File: src/rtl/rib_ex_bridge.sv
// rib_ex_bridge: turns the core's single-cycle execute-stage access into a registered valid/ready request
// plus read-response channel, stalling the pipeline until completion. Define RIB_EX_BRIDGE_TIMEOUT_EN for the access timeout.
module rib_ex_bridge #(
  parameter int                ADDR_W         = 32,
  parameter int                DATA_W         = 32,
  parameter int                TIMEOUT_CYCLES = 255,
  parameter logic [DATA_W-1:0] ERR_DATA       = DATA_W'(32'hDEAD_BEEF)
) (
  input  logic              clk,
  input  logic              rst,
  input  logic [ADDR_W-1:0] ex_addr_i,
  input  logic [DATA_W-1:0] ex_data_i,
  input  logic              ex_req_i,
  input  logic              ex_we_i,
  output logic [DATA_W-1:0] ex_data_o,
  output logic              hold_flag_o,
  output logic              m_valid_o,
  input  logic              m_ready_i,
  output logic [ADDR_W-1:0] m_addr_o,
  output logic [DATA_W-1:0] m_data_o,
  output logic              m_we_o,
  input  logic              s_rvalid_i,
  input  logic [DATA_W-1:0] s_rdata_i,
  output logic              err_o
);

  typedef enum logic [1:0] {
    ST_IDLE = 2'd0,
    ST_REQ  = 2'd1,
    ST_WAIT = 2'd2,
    ST_DONE = 2'd3
  } state_e;

  state_e            state_q, state_d;
  logic              m_valid_q, m_valid_d;
  logic [ADDR_W-1:0] m_addr_q, m_addr_d;
  logic [DATA_W-1:0] m_data_q, m_data_d;
  logic              m_we_q, m_we_d;
  logic [DATA_W-1:0] ex_data_q, ex_data_d;
  logic              timeout_s;
  logic              abort_s;

`ifdef RIB_EX_BRIDGE_TIMEOUT_EN
  localparam int CNT_W = $clog2(TIMEOUT_CYCLES + 1);

  logic [CNT_W-1:0] cnt_q, cnt_d;
  logic             err_q, err_d;

  assign timeout_s = (cnt_q == CNT_W'(TIMEOUT_CYCLES - 1));

  // Counter runs only while an access is in flight, so it is zero on every entry to REQ.
  always_comb begin
    cnt_d = cnt_q;
    err_d = err_q | abort_s;
    if ((state_q == ST_REQ) || (state_q == ST_WAIT)) begin
      cnt_d = cnt_q + CNT_W'(1);
    end else begin
      cnt_d = '0;
    end
  end

  // Timeout counter and sticky error flag.
  always_ff @(posedge clk or negedge rst) begin
    if (!rst) begin
      cnt_q <= '0;
      err_q <= 1'b0;
    end else begin
      cnt_q <= cnt_d;
      err_q <= err_d;
    end
  end

  assign err_o = err_q;
`else
  logic unused_cfg_s;

  assign timeout_s    = 1'b0;
  assign unused_cfg_s = ^{abort_s, 32'(TIMEOUT_CYCLES)};
  assign err_o        = 1'b0;
`endif

  // Transaction sequencing; a handshake or response always takes priority over a timeout.
  always_comb begin
    state_d   = state_q;
    m_valid_d = m_valid_q;
    m_addr_d  = m_addr_q;
    m_data_d  = m_data_q;
    m_we_d    = m_we_q;
    ex_data_d = ex_data_q;
    abort_s   = 1'b0;
    case (state_q)
      ST_IDLE: begin
        if (ex_req_i) begin
          m_addr_d  = ex_addr_i;
          m_data_d  = ex_data_i;
          m_we_d    = ex_we_i;
          m_valid_d = 1'b1;
          state_d   = ST_REQ;
        end else begin
          state_d = ST_IDLE;
        end
      end
      ST_REQ: begin
        if (m_valid_q && m_ready_i) begin
          m_valid_d = 1'b0;
          state_d   = m_we_q ? ST_DONE : ST_WAIT;
        end else begin
          abort_s = timeout_s;
        end
      end
      ST_WAIT: begin
        if (s_rvalid_i) begin
          ex_data_d = s_rdata_i;
          state_d   = ST_DONE;
        end else begin
          abort_s = timeout_s;
        end
      end
      ST_DONE: state_d = ST_IDLE;
      default: state_d = ST_IDLE;
    endcase
    if (abort_s) begin
      m_valid_d = 1'b0;
      state_d   = ST_DONE;
      if (!m_we_q) begin
        ex_data_d = ERR_DATA;
      end else begin
        ex_data_d = ex_data_q;
      end
    end else begin
      abort_s = 1'b0;
    end
  end

  // State and registered request/response fields.
  always_ff @(posedge clk or negedge rst) begin
    if (!rst) begin
      state_q   <= ST_IDLE;
      m_valid_q <= 1'b0;
      m_addr_q  <= '0;
      m_data_q  <= '0;
      m_we_q    <= 1'b0;
      ex_data_q <= '0;
    end else begin
      state_q   <= state_d;
      m_valid_q <= m_valid_d;
      m_addr_q  <= m_addr_d;
      m_data_q  <= m_data_d;
      m_we_q    <= m_we_d;
      ex_data_q <= ex_data_d;
    end
  end

  // Stall depends only on state and the core's request, never on the slave handshake.
  assign hold_flag_o = ((state_q == ST_IDLE) && ex_req_i) || (state_q == ST_REQ) || (state_q == ST_WAIT);

  assign m_valid_o = m_valid_q;
  assign m_addr_o  = m_addr_q;
  assign m_data_o  = m_data_q;
  assign m_we_o    = m_we_q;
  assign ex_data_o = ex_data_q;

endmodule

File: config.mk
export PLATFORM = sky130hd
export DESIGN_NAME = rib_ex_bridge
export DESIGN_NICKNAME = d
export VERILOG_FILES = /design/src/rtl/rib_ex_bridge.sv
export SDC_FILE = /design/constraint.sdc
export NUM_CORES = 1
export LEC_CHECK = 0
export ABC_AREA = 1
export BUFFER_PORTS_ARGS = -buffer_cell sky130_fd_sc_hd__buf_2
export CORE_ASPECT_RATIO = 0.5
export CORE_MARGIN = 10
export CORE_UTILIZATION = 45
export DETAILED_ROUTE_END_ITERATION = 7
export GPL_TIMING_DRIVEN = 1
export HOLD_SLACK_MARGIN = 0.1
export PLACE_DENSITY = 0.89
export SLEW_MARGIN = 20
export SYNTH_ARGS = -nofsm -noshare
export SYNTH_HDL_FRONTEND = slang
export SYNTH_SLANG_ARGS = --single-unit
export TNS_END_PERCENT = 30
File: constraint.sdc
create_clock -name clk -period 1.88 [get_ports clk]
set_clock_uncertainty 0.15 [all_clocks]
set_input_delay 0.188 -clock clk [delete_from_list [all_inputs] [get_ports clk]]
set_output_delay 0.188 -clock clk [all_outputs]
set_load 0.03 [all_outputs]
Word level (Yosys, flattened, before mapping). Index checks and enable logic that the tools add are counted. W data, S select, Z words.

Mux-type cells: 8. Reductions and logical operators: 10. Equal/unequal tests: 6.

Operators by type and width (number): $pmux W2 S4 (1); $ne A2 B2 Y1 const B (3); $reduce_and A2 Y1 (3); $eq A2 B2 Y1 const B (2); $mux W1 (4); $mux W2 (2); $reduce_and A3 Y1 (1); $eq A2 B1 Y1 const B (1); $logic_and A1 B1 Y1 (2); $logic_not A2 Y1 (1); $logic_or A1 B1 Y1 (2); $pmux W1 S2 (1); $reduce_bool A2 Y1 (1).

Logic and storage cells: 30. Flip-flop bits (word level): 100.

Logic depth before layout (Yosys ltp). Gate-level depths: netlist of run 1.

Depth in word-level cells: 4. Gate-level depth with buffers: 8.

Least setup slack after synthesis of run 1. No wires, ideal clock.

Path kind: reg-to-output. From: register state_q[0]. To: output hold_flag_o. Slack: 308 ps. Path buffers: 1. Stages on the path, launching flop included: 6. Data arrival time: 1234 ps. Required time: 1542 ps. Path through: dfrtp_1 inv_1 ha_1 nand2_2 clkbuf_1 nand2_1.

Cells in the longest elaborated chain, start to end: 4.

Ends and longest elaborated chain: start, declared (RTL line 34) `state_e state_q, state_d;`; start signal, assigned (RTL line 145) `state_q <= state_d;`; $logic_not A2 Y1 (RTL line 155) `assign hold_flag_o = ((state_q == ST_IDLE) && ex_req_i) || (state_q == ST_REQ) || (state_q == ST_WAIT);`; $logic_and A1 B1 Y1 (RTL line 155); $logic_or A1 B1 Y1 (RTL line 155); $logic_or A1 B1 Y1 (*) (RTL line 155); end, declared (RTL line 16) `output logic hold_flag_o,`.

Mark *: on every way between the ends. The rest lies on a longest branch, timed or not.

Final worst setup path of run 1.
From: register state_q[1]. To: output hold_flag_o.

The elaborated chain is that of the path after synthesis.

==> results.py, run 1 <==
metrics = {
    "synthesis": {
        "yosysSeqAreaShare_pct": 63.3,
        "synth-seq-cells": 100,
        "synth_nets": 556,
        "synthCells": 450,
        "synth_edf_count": 0,
        "ys_async_sr_fraction_pct": 100,
        "yosys.area.top_type_share_pct": 63.3,
        "synth.most_common_cell": "nand2_1",
        "synth.largest_area_cell": "dfrtp_1",
        "syn_area_per_cell_um2": 8.79,
        "synth_area_leaders": "dfrtp_1 (63%), nand2_1 (26%), nand3_1 (4.3%), buf_4 (2.1%), buf_2 (1.5%)",
        "yosysWarnings": 0,
        "synth_common_cells": "nand2_1 (272), dfrtp_1 (100), nand3_1 (34)",
        "synth.distinct_cells": 14,
        "synth_top_flop_cell": "dfrtp_1",
        "syn-cell-area_mm2": 0.00396,
    },
    "die": {
        "fp.dieW_um": 153,
        "row_count": 24,
        "start_util_pct": 45.9,
        "fp.dieH_um": 86.3,
        "io_pins": 202,
        "fp.coreArea_mm2": 0.00862,
        "dieArea_mm2": 0.0132,
    },
    "min_path": {
        "min_path_type": "in -> async",
    },
    "timing": {
        "setup_viol": 0,
        "final.period_utilization_pct": 98.2,
        "rsz0062_at_grt": "yes",
        "hold_viol_final": 0,
        "slew_viol_final": 0,
        "period_minus_slack_ns": 1.85,
        "slew_headroom_pct": 65.3,
        "fmaxAchievable_mhz": 541,
        "worst_pin_slew_ns": 0.520,
        "worst_slack_ns": 0.0329,
    },
    "routing": {
        "via_per_inst": 4.92,
        "via_count": 4291,
        "routed_wl_um": 15600,
        "drt_iter0_markers": 358,
        "drtPass1Iterations": 6,
        "final_antenna_net_count": 0,
        "post_drt_wl_per_cell_um": 17.8,
        "drc_errors": 0,
    },
    "pwr": {
        "pwr_density_cell_mw_per_mm2": 1760,
        "total_power_mw": 11.2,
        "power_leakage_nw": 3.65,
        "peakVddDrop_v": 0.000767,
    },
    "placed_design": {
        "place_area_mm2": 0.00508,
        "globalplace.congestion": 0.851,
        "dpl.cell_count": 753,
        "io_buffer_count": 200,
        "post-place-ws_ns": 0.228,
        "hpwl_um": 8870,
    },
    "setup_path": {
        "critPathMaxStageDelay_ns": 0.39,
        "crit_path_top_delay_cell": "dfrtp_1",
        "reg2regPathDepth": 7,
        "worst_setup_path_start_kind": "flip-flop",
        "crit_type": "reg -> out",
        "critPathMaxFanout": 5,
        "path_cells": "inv_1 > ha_1 > nor2_1 > nand2_1 > buf_4",
        "cp.arrival_ns": 1.51,
        "cp.required_ns": 1.54,
        "cp-end-kind": "output pin",
    },
    "clocking": {
        "root_buffer": "clkbuf_16",
        "cts.clk_slew.worst_paths_ns": 0.07,
        "tritoncts": "yes",
        "h-tree-depth": 3,
        "cts_buffer_depth": 2,
        "numCtsBuffers": 9,
        "cts.sink_count": 100,
        "insertion_delay_ns": 0.33,
    },
    "final_layout": {
        "drive_above_1_share_pct": 30.5,
        "nFillCells": 536,
        "stdcell_count": 872,
        "fin_area_mm2": 0.00638,
        "syn2layout_area_growth_pct": 61.3,
        "num-nets-final": 854,
    },
    "global_route": {
        "track_usage_pct": 22.9,
        "grt_max_degree": 101,
        "grt_pass1_vias": 4647,
        "grt_pass1_wl_um": 24400,
        "overflow": 0,
        "antenna_found_initial": 2,
    },
    "run": {
        "maxCapViolations": 0,
    },
    "status": {
        "status": "finished clean",
    },
}
report_power, final:
part / switching (mW) / internal (mW)
Combinational: 4.10 / 1.63
Sequential: 0.598 / 3.17
Clock: 0.756 / 0.960
cell usage in the layout, fill, tap and decap left out, drive strengths merged:
cell type    Yosys  final
buf             23    212
inv              5      5
clkinv           0      2
dfrtp          100    100
ha               4      4
nand3           34     34
clkbuf           3     13
conb             1      1
nand2          273    273
diode            0      3
dlygate4sd3      0    101
nor2             5      5
o21ai            1      1
a21oi            1      1
worst max-delay path, delay by kind of cell (launching register included):
family | cells | cell delay [ns]
flip-flops | 1 | 0.39
adder cells (fa/ha/maj) | 1 | 0.27
buffers and inverters | 2 | 0.27
AND/OR/NAND/NOR | 2 | 0.24
final cells by class:
| class | count | area, µm² | share of cell area [%] |
|---|---|---|---|
| Clock inverter | 2 | 10.0 | 0.157 |
| Clock buffer | 13 | 260 | 4.08 |
| Antenna cell | 3 | 7.51 | 0.118 |
| Multi-Input combinational cell | 319 | 1290 | 20.2 |
| Tap cell | 117 | 146 | 2.29 |
| Timing Repair Buffer | 313 | 2140 | 33.6 |
| Inverter | 5 | 18.8 | 0.294 |
| Sequential cell | 100 | 2500 | 39.2 |
stage by stage:
| stage | TNS (ns) | util, % | hold WS (ns) |
|---|---|---|---|
| 2_1_floorplan | 0 | - | -0.258 |
| 3_3_place_gp | 0 | 58.9 | 0.137 |
| 4_1_cts | 0 | 73.9 | 0.319 |
| 3_5_place_dp | 0 | 58.9 | 0.147 |
| 5_1_grt | -0.0182 | 74.0 | 0.341 |
| 6_report | 0 | 74.0 | 0.310 |
per-layer routing:
| layer | GRT usage (%) | share of wire [%] | vias up |
|---|---|---|---|
| met2 | 42.9 | 54 | 216 |
| met3 | 6.48 | 5.5 | 88 |
| met1 | 21.3 | 33 | 2022 |
| li1 | - | - | 1965 |
| met4 | 17.2 | 7.3 | 0 |
| met5 | 0.366 | 0 | - |
registers in the layout (all words and copies together), names as in the netlist:
signal,count
state_q,2
m_valid_o,1
m_we_o,1
ex_data_o,32
m_addr_o,32
m_data_o,32
cells by family after synthesis:
family	Yosys count	synth area share [%]
and+or+nand+nor	312	30.7
DFF	100	63.3
adders and majority gates	4	1.27
other	1	0.0948
AOI/OAI and AO/OA	2	0.253
buffers and inverters	31	4.37
final timing paths:
check / start / to / slack (ns)
worst max-delay path: state_q[1] / hold_flag_o / 0.03
worst min-delay path: rst / ex_data_o[28] / 0.31
worst max register to register: state_q[0] / state_q[0] / 0.13
worst min register to register: ex_data_o[13] / ex_data_o[13] / 0.32
max in group asynchronous: rst / m_addr_o[7] / 0.88
min in group clk: ex_data_o[13] / ex_data_o[13] / 0.32
timing repair:
action | 4_1_cts | 5_1_grt
cloned | 0 | 0
resized for setup | 2 | 2
hold endpoints to repair | 199 | 0
hold buffers | 101 | 0
endpoints found under the setup margin | 1 | 2
buffers inserted | 0 | 0
Note: power is estimated with default switching activity, not from simulation.
==> run 2: changes to the inputs <==
==> constraint.sdc (replaced) <==
create_clock -name clk -period 1.9 [get_ports clk]
set_clock_uncertainty 0.15 [all_clocks]
set_input_delay 0.19 -clock clk [delete_from_list [all_inputs] [get_ports clk]]
set_output_delay 0.19 -clock clk [all_outputs]
set_load 0.03 [all_outputs]
==> run 2 against run 1 <==
The flow now finishes with violations (negative setup slack). Largest power group unchanged. Critical path type unchanged. Via count is 5.9% higher. Power is 2.3% higher. Critical path depth stayed put. Highest routed layer unchanged. Core utilization is 0.84 points higher. Count of clock-buffer cells in the layout is 1 higher. Sequential share of layout area is 0.42 points lower. Register-to-register slack worse by 0.13 ns.
==> results.py, run 2 (same netlist as run 1, synthesis figures left out) <==
metrics = {
    "status": {
        "status": "complete, but fails checks",
        "violations": "negative setup slack",
    },
    "die": {
        "fp.dieH_um": 86.3,
        "dieArea_mm2": 0.0132,
        "start_util_pct": 45.9,
        "fp.coreArea_mm2": 0.00862,
        "row_count": 24,
        "fp.dieW_um": 153,
        "io_pins": 202,
    },
    "placed_design": {
        "io_buffer_count": 200,
        "hpwl_um": 9340,
        "dpl.cell_count": 755,
        "place_area_mm2": 0.00509,
        "globalplace.congestion": 0.834,
    },
    "clocking": {
        "cts.sink_count": 100,
        "root_buffer": "clkbuf_16",
        "cts_buffer_depth": 2,
        "h-tree-depth": 3,
        "numCtsBuffers": 9,
        "tritoncts": "yes",
        "insertion_delay_ns": 0.34,
        "cts.clk_slew.worst_paths_ns": 0.07,
    },
    "routing": {
        "via_per_inst": 5.18,
        "drtPass1Iterations": 5,
        "via_count": 4543,
        "drt_iter0_markers": 428,
        "routed_wl_um": 16800,
        "final_antenna_net_count": 0,
        "drc_errors": 0,
        "post_drt_wl_per_cell_um": 19.2,
    },
    "timing": {
        "slew_viol_final": 0,
        "period_minus_slack_ns": 1.92,
        "setup_viol": 1,
        "hold_viol_final": 0,
        "final.period_utilization_pct": 101,
        "holdWs_ns": 0.158,
        "fmaxAchievable_mhz": 522,
        "worst_slack_ns": -0.0162,
        "fin_setup_tns_ns": -0.0162,
    },
    "run": {
        "maxCapViolations": 0,
    },
    "final_layout": {
        "final_cell_mix": "nand2_1 (271), buf_2 (198), dlygate4sd3_1 (101), dfrtp_1 (99), nand3_1 (34)",
        "fin_area_mm2": 0.00645,
        "drive_above_1_share_pct": 31.4,
        "mostFrequentLayoutCell": "nand2_1",
        "stdcell_count": 877,
        "num-nets-final": 857,
        "nFillCells": 538,
        "syn2layout_area_growth_pct": 63.1,
    },
    "global_route": {
        "gr-usage-met1_pct": 22.5,
        "grt_pass1_wl_um": 25400,
        "gr-usage-met3_pct": 6.43,
        "grt_max_degree": 39,
        "busiest_layer": "met2",
        "grtUsageMet2_pct": 44.5,
        "overflow": 0,
        "antenna_found_initial": 3,
        "grt_pass1_vias": 4831,
        "track_usage_pct": 23.7,
    },
    "setup_path": {
        "cp-end-kind": "output pin",
        "crit_type": "reg -> out",
        "critPathMaxFanout": 5,
        "worst_setup_path_start_kind": "flip-flop",
        "cp.required_ns": 1.56,
        "cp.arrival_ns": 1.58,
    },
    "pwr": {
        "total_power_mw": 11.5,
        "peakVddDrop_v": 0.000854,
        "pwr_density_cell_mw_per_mm2": 1780,
        "power_leakage_nw": 3.67,
    },
    "min_path": {
        "min_path_type": "in -> async",
    },
}
[run 2: cell count changes in the layout (fill, tap and decap cells not counted), moves of 2 or more]
cell / previous run / this run
clkinv_2: 2 / 0
diode_2: 3 / 5
inv_1: 4 / 2
buf_4: 11 / 14
inv_2: 1 / 3
nand2_2: 0 / 2
[run 2: timing repair]
item                       CTS  global route
setup endpoints to repair    0             2
hold buffers               101             0
hold endpoints to repair   199             0
gates resized for setup      0            10
setup buffers                0             1
[run 2: critical path, cell delays in order (launching register included)]
cell     delay (ns)
dfrtp_1        0.41
buf_4          0.15
ha_2           0.21
nor2_1         0.18
nand2_2        0.10
buf_4          0.18
[run 2: power breakdown]
group	internal [mW]	switching (mW)	total, mW
registers	3.14	0.629	3.76
clock network	1.12	0.770	1.89
logic	1.65	4.15	5.81
total	5.91	5.55	11.5
[run 2: final timing paths]
kind                                     from       endpoint  slack [ns]  cells after the start
worst max-delay path               state_q[1]    hold_flag_o       -0.02                      5
worst min-delay path                      rst  ex_data_o[22]        0.16                      2
worst max register to register     state_q[1]      m_valid_o           0                      6
worst min register to register  ex_data_o[23]  ex_data_o[23]        0.31                      2
max in group asynchronous                 rst     state_q[0]        0.80                      3
min in group clk                     ex_req_i     state_q[0]        0.22                      5
[run 2: stage by stage]
stage / util [%] / setup WS [ns]
floorplan: - / 0.326
global placement: 59.1 / 0.388
detailed placement: 59.1 / 0.322
CTS: 74.4 / 0.0257
global route: 74.8 / -0.0131
finish: 74.9 / -0.0162
[run 2: metal layers]
metal	share of wire, %	vias up
met4	6.1	0
li1	-	1979
met3	7.8	98
met5	0	-
met1	33	2138
met2	53	328
[run 2: final cells by class]
class,count,area [µm²],share of cell area [%]
inverter,5,18.8,0.291
antenna,5,12.5,0.194
multi-input combinational,319,1300,20.1
timing repair buffer,316,2170,33.6
tap,117,146,2.27
clock inverter,1,30.0,0.465
clock buffer,14,274,4.25
sequential,100,2500,38.8
==> run 3: changes to the inputs <==
==> constraint.sdc (replaced) <==
create_clock -name clk -period 1.9 [get_ports clk]
set_clock_uncertainty 0.15 [all_clocks]
set_input_delay 0.38 -clock clk [delete_from_list [all_inputs] [get_ports clk]]
set_output_delay 0.38 -clock clk [all_outputs]
set_load 0.03 [all_outputs]
==> run 3 against run 2 <==
The flow still finishes with violations (negative setup slack). Cell area fell by 3.6%. Combinational power about the same. Wire length decreased by 9.0%. Register-to-register slack hardly changed. Global-route usage down 2.7 points. Fmax up 0.24%. Largest power group unchanged.
==> results.py, run 3 (same netlist as run 1, synthesis figures left out) <==
metrics = {
    "timing": {
        "fmaxAchievable_mhz": 523,
        "hold_viol_final": 0,
        "period_minus_slack_ns": 1.91,
        "slew_viol_final": 0,
        "final.period_utilization_pct": 101,
        "rsz0062_at_grt": "yes",
        "worst_slack_ns": -0.0116,
        "setup_viol": 1,
    },
    "die": {
        "start_util_pct": 45.9,
        "fp.coreArea_mm2": 0.00862,
        "row_count": 24,
        "fp.dieH_um": 86.3,
        "dieArea_mm2": 0.0132,
        "fp.dieW_um": 153,
        "io_pins": 202,
    },
    "clocking": {
        "root_buffer": "clkbuf_16",
        "numCtsBuffers": 9,
        "cts.sink_count": 100,
        "insertion_delay_ns": 0.34,
        "cts_buffer_depth": 2,
        "h-tree-depth": 3,
        "cts.clk_slew.worst_paths_ns": 0.07,
        "tritoncts": "yes",
    },
    "setup_path": {
        "critPathMaxStageDelay_ns": 0.40,
        "critPathMaxFanout": 3,
        "path_cells": "buf_4 > ha_4 > nor2_4 > nand2_4 > buf_6",
        "crit_path_top_delay_cell": "dfrtp_1",
        "cp-end-kind": "output pin",
        "cp.required_ns": 1.37,
        "cp.arrival_ns": 1.38,
        "worst_setup_path_start_kind": "flip-flop",
        "crit_type": "reg -> out",
    },
    "final_layout": {
        "fin_area_mm2": 0.00622,
        "multi_input_area_mm2": 0.00135,
        "final_cell_mix": "nand2_1 (271), buf_2 (198), dfrtp_1 (100), dlygate4sd3_1 (63), nand3_1 (34)",
        "stdcell_count": 846,
        "syn2layout_area_growth_pct": 57.3,
        "fin_util_pct": 72.2,
        "num-nets-final": 824,
        "nFillCells": 565,
        "drive_above_1_share_pct": 33.9,
        "mostFrequentLayoutCell": "nand2_1",
        "register_area_mm2": 0.00250,
    },
    "pwr": {
        "p_clk_share_pct": 18.3,
        "total_power_mw": 11.7,
        "p_sw_share_pct": 47.1,
        "pwr_density_cell_mw_per_mm2": 1880,
        "p_switching_mw": 5.51,
        "pwr-share-seq_pct": 31.8,
        "power_leakage_nw": 3.57,
        "internal_power_mw": 6.18,
        "peakVddDrop_v": 0.000923,
        "combPwrFrac_pct": 49.8,
    },
    "global_route": {
        "grt_pass1_wl_um": 22600,
        "grt_pass1_vias": 4446,
        "antenna_found_initial": 6,
        "track_usage_pct": 21.0,
        "overflow": 0,
        "grt_max_degree": 35,
    },
    "routing": {
        "top_layer": "met4",
        "met1_length_um": 5260,
        "drt_iter0_markers": 406,
        "via_per_inst": 5.09,
        "drc_errors": 0,
        "wl_met3_um": 1020,
        "final_antenna_net_count": 0,
        "drtPass1Iterations": 5,
        "post_drt_wl_per_cell_um": 18.1,
        "route.met2.wl_um": 8050,
        "routed_wl_um": 15300,
        "via_count": 4310,
    },
    "placed_design": {
        "globalplace.congestion": 0.856,
        "dpl.cell_count": 752,
        "io_buffer_count": 200,
        "place_area_mm2": 0.00508,
        "hpwl_um": 9020,
    },
    "min_path": {
        "min_path_type": "in -> reg",
    },
    "run": {
        "maxCapViolations": 0,
    },
    "status": {
        "violations": "negative setup slack",
        "status": "complete, but fails checks",
    },
}
-- run 3: cell count changes in the layout (fill, tap and decap cells not counted), moves of 2 or more --
cell and delta:
bufinv_16 +2, dlygate4sd3_1 -38, clkbuf_1 -2, nand2_2 -2, ha_2 -2, clkbuf_8 -2
buf_4 +3, ha_4 +2
-- run 3: critical path, delay by kind of cell (launching register included) --
| family | cells | cell delay [ns] |
|---|---|---|
| flip-flops | 1 | 0.40 |
| AND/OR/NAND/NOR | 2 | 0.18 |
| buffers and inverters | 2 | 0.29 |
| adder cells (fa/ha/maj) | 1 | 0.17 |
-- run 3: worst paths after layout --
path                               start  slack (ns)  depth (start not counted)            end
max                           state_q[0]       -0.01                          5    hold_flag_o
min                        ex_addr_i[19]        0.11                          3   m_addr_o[19]
max reg2reg                   state_q[1]        0.01                          8    m_data_o[6]
min reg2reg                ex_data_o[23]        0.32                          2  ex_data_o[23]
max in group asynchronous            rst        0.70                          3   m_addr_o[15]
min in group asynchronous            rst        0.36                          2     state_q[0]
-- run 3: final cells by class --
| cell class | instances | area share [%] |
|---|---|---|
| Timing Repair Buffer | 283 | 29.6 |
| Inverter | 5 | 0.302 |
| Sequential cell | 100 | 40.2 |
| Antenna cell | 6 | 0.241 |
| Multi-Input combinational cell | 319 | 21.6 |
| Clock inverter | 6 | 1.79 |
| Tap cell | 117 | 2.35 |
| Clock buffer | 10 | 3.84 |
-- run 3: power by group through the flow --
stage / clock (mW) / sequential (mW) / combinational, mW
6_report: 2.14 / 3.72 / 5.83
5_1_grt: 2.27 / 3.82 / 6.21
4_1_cts: 2.14 / 3.66 / 5.50
3_5_place_dp: 0 / 3.66 / 5.25
3_3_place_gp: 0 / 3.61 / 5.12
2_1_floorplan: 0 / 5.60 / 1.57
-- run 3: through the flow --
| stage | setup TNS, ns | hold slack [ns] | setup WS, ns |
|---|---|---|---|
| 2_1_floorplan | 0 | -0.0656 | 0.136 |
| 3_3_place_gp | 0 | 0.187 | 0.271 |
| 3_5_place_dp | 0 | 0.187 | 0.225 |
| 4_1_cts | 0 | 0.100 | 0.00381 |
| 5_1_grt | -0.222 | 0.101 | -0.138 |
| 6_report | -0.0116 | 0.106 | -0.0116 |
-- run 3: timing repair --
item | in CTS | in global routing
hold buffers | 63 | 0
resized for setup | 14 | 2
buffers inserted | 1 | 8
endpoints found under the setup margin | 1 | 1
pin swaps | 1 | 4
hold endpoints to repair | 87 | 0
-- run 3: layer usage --
| metal | up-vias | global-route usage [%] |
|---|---|---|
| met2 | 250 | 39.5 |
| li1 | 1915 | - |
| met1 | 2066 | 20.1 |
| met3 | 79 | 5.54 |
| met5 | - | 0 |
| met4 | 0 | 15.1 |
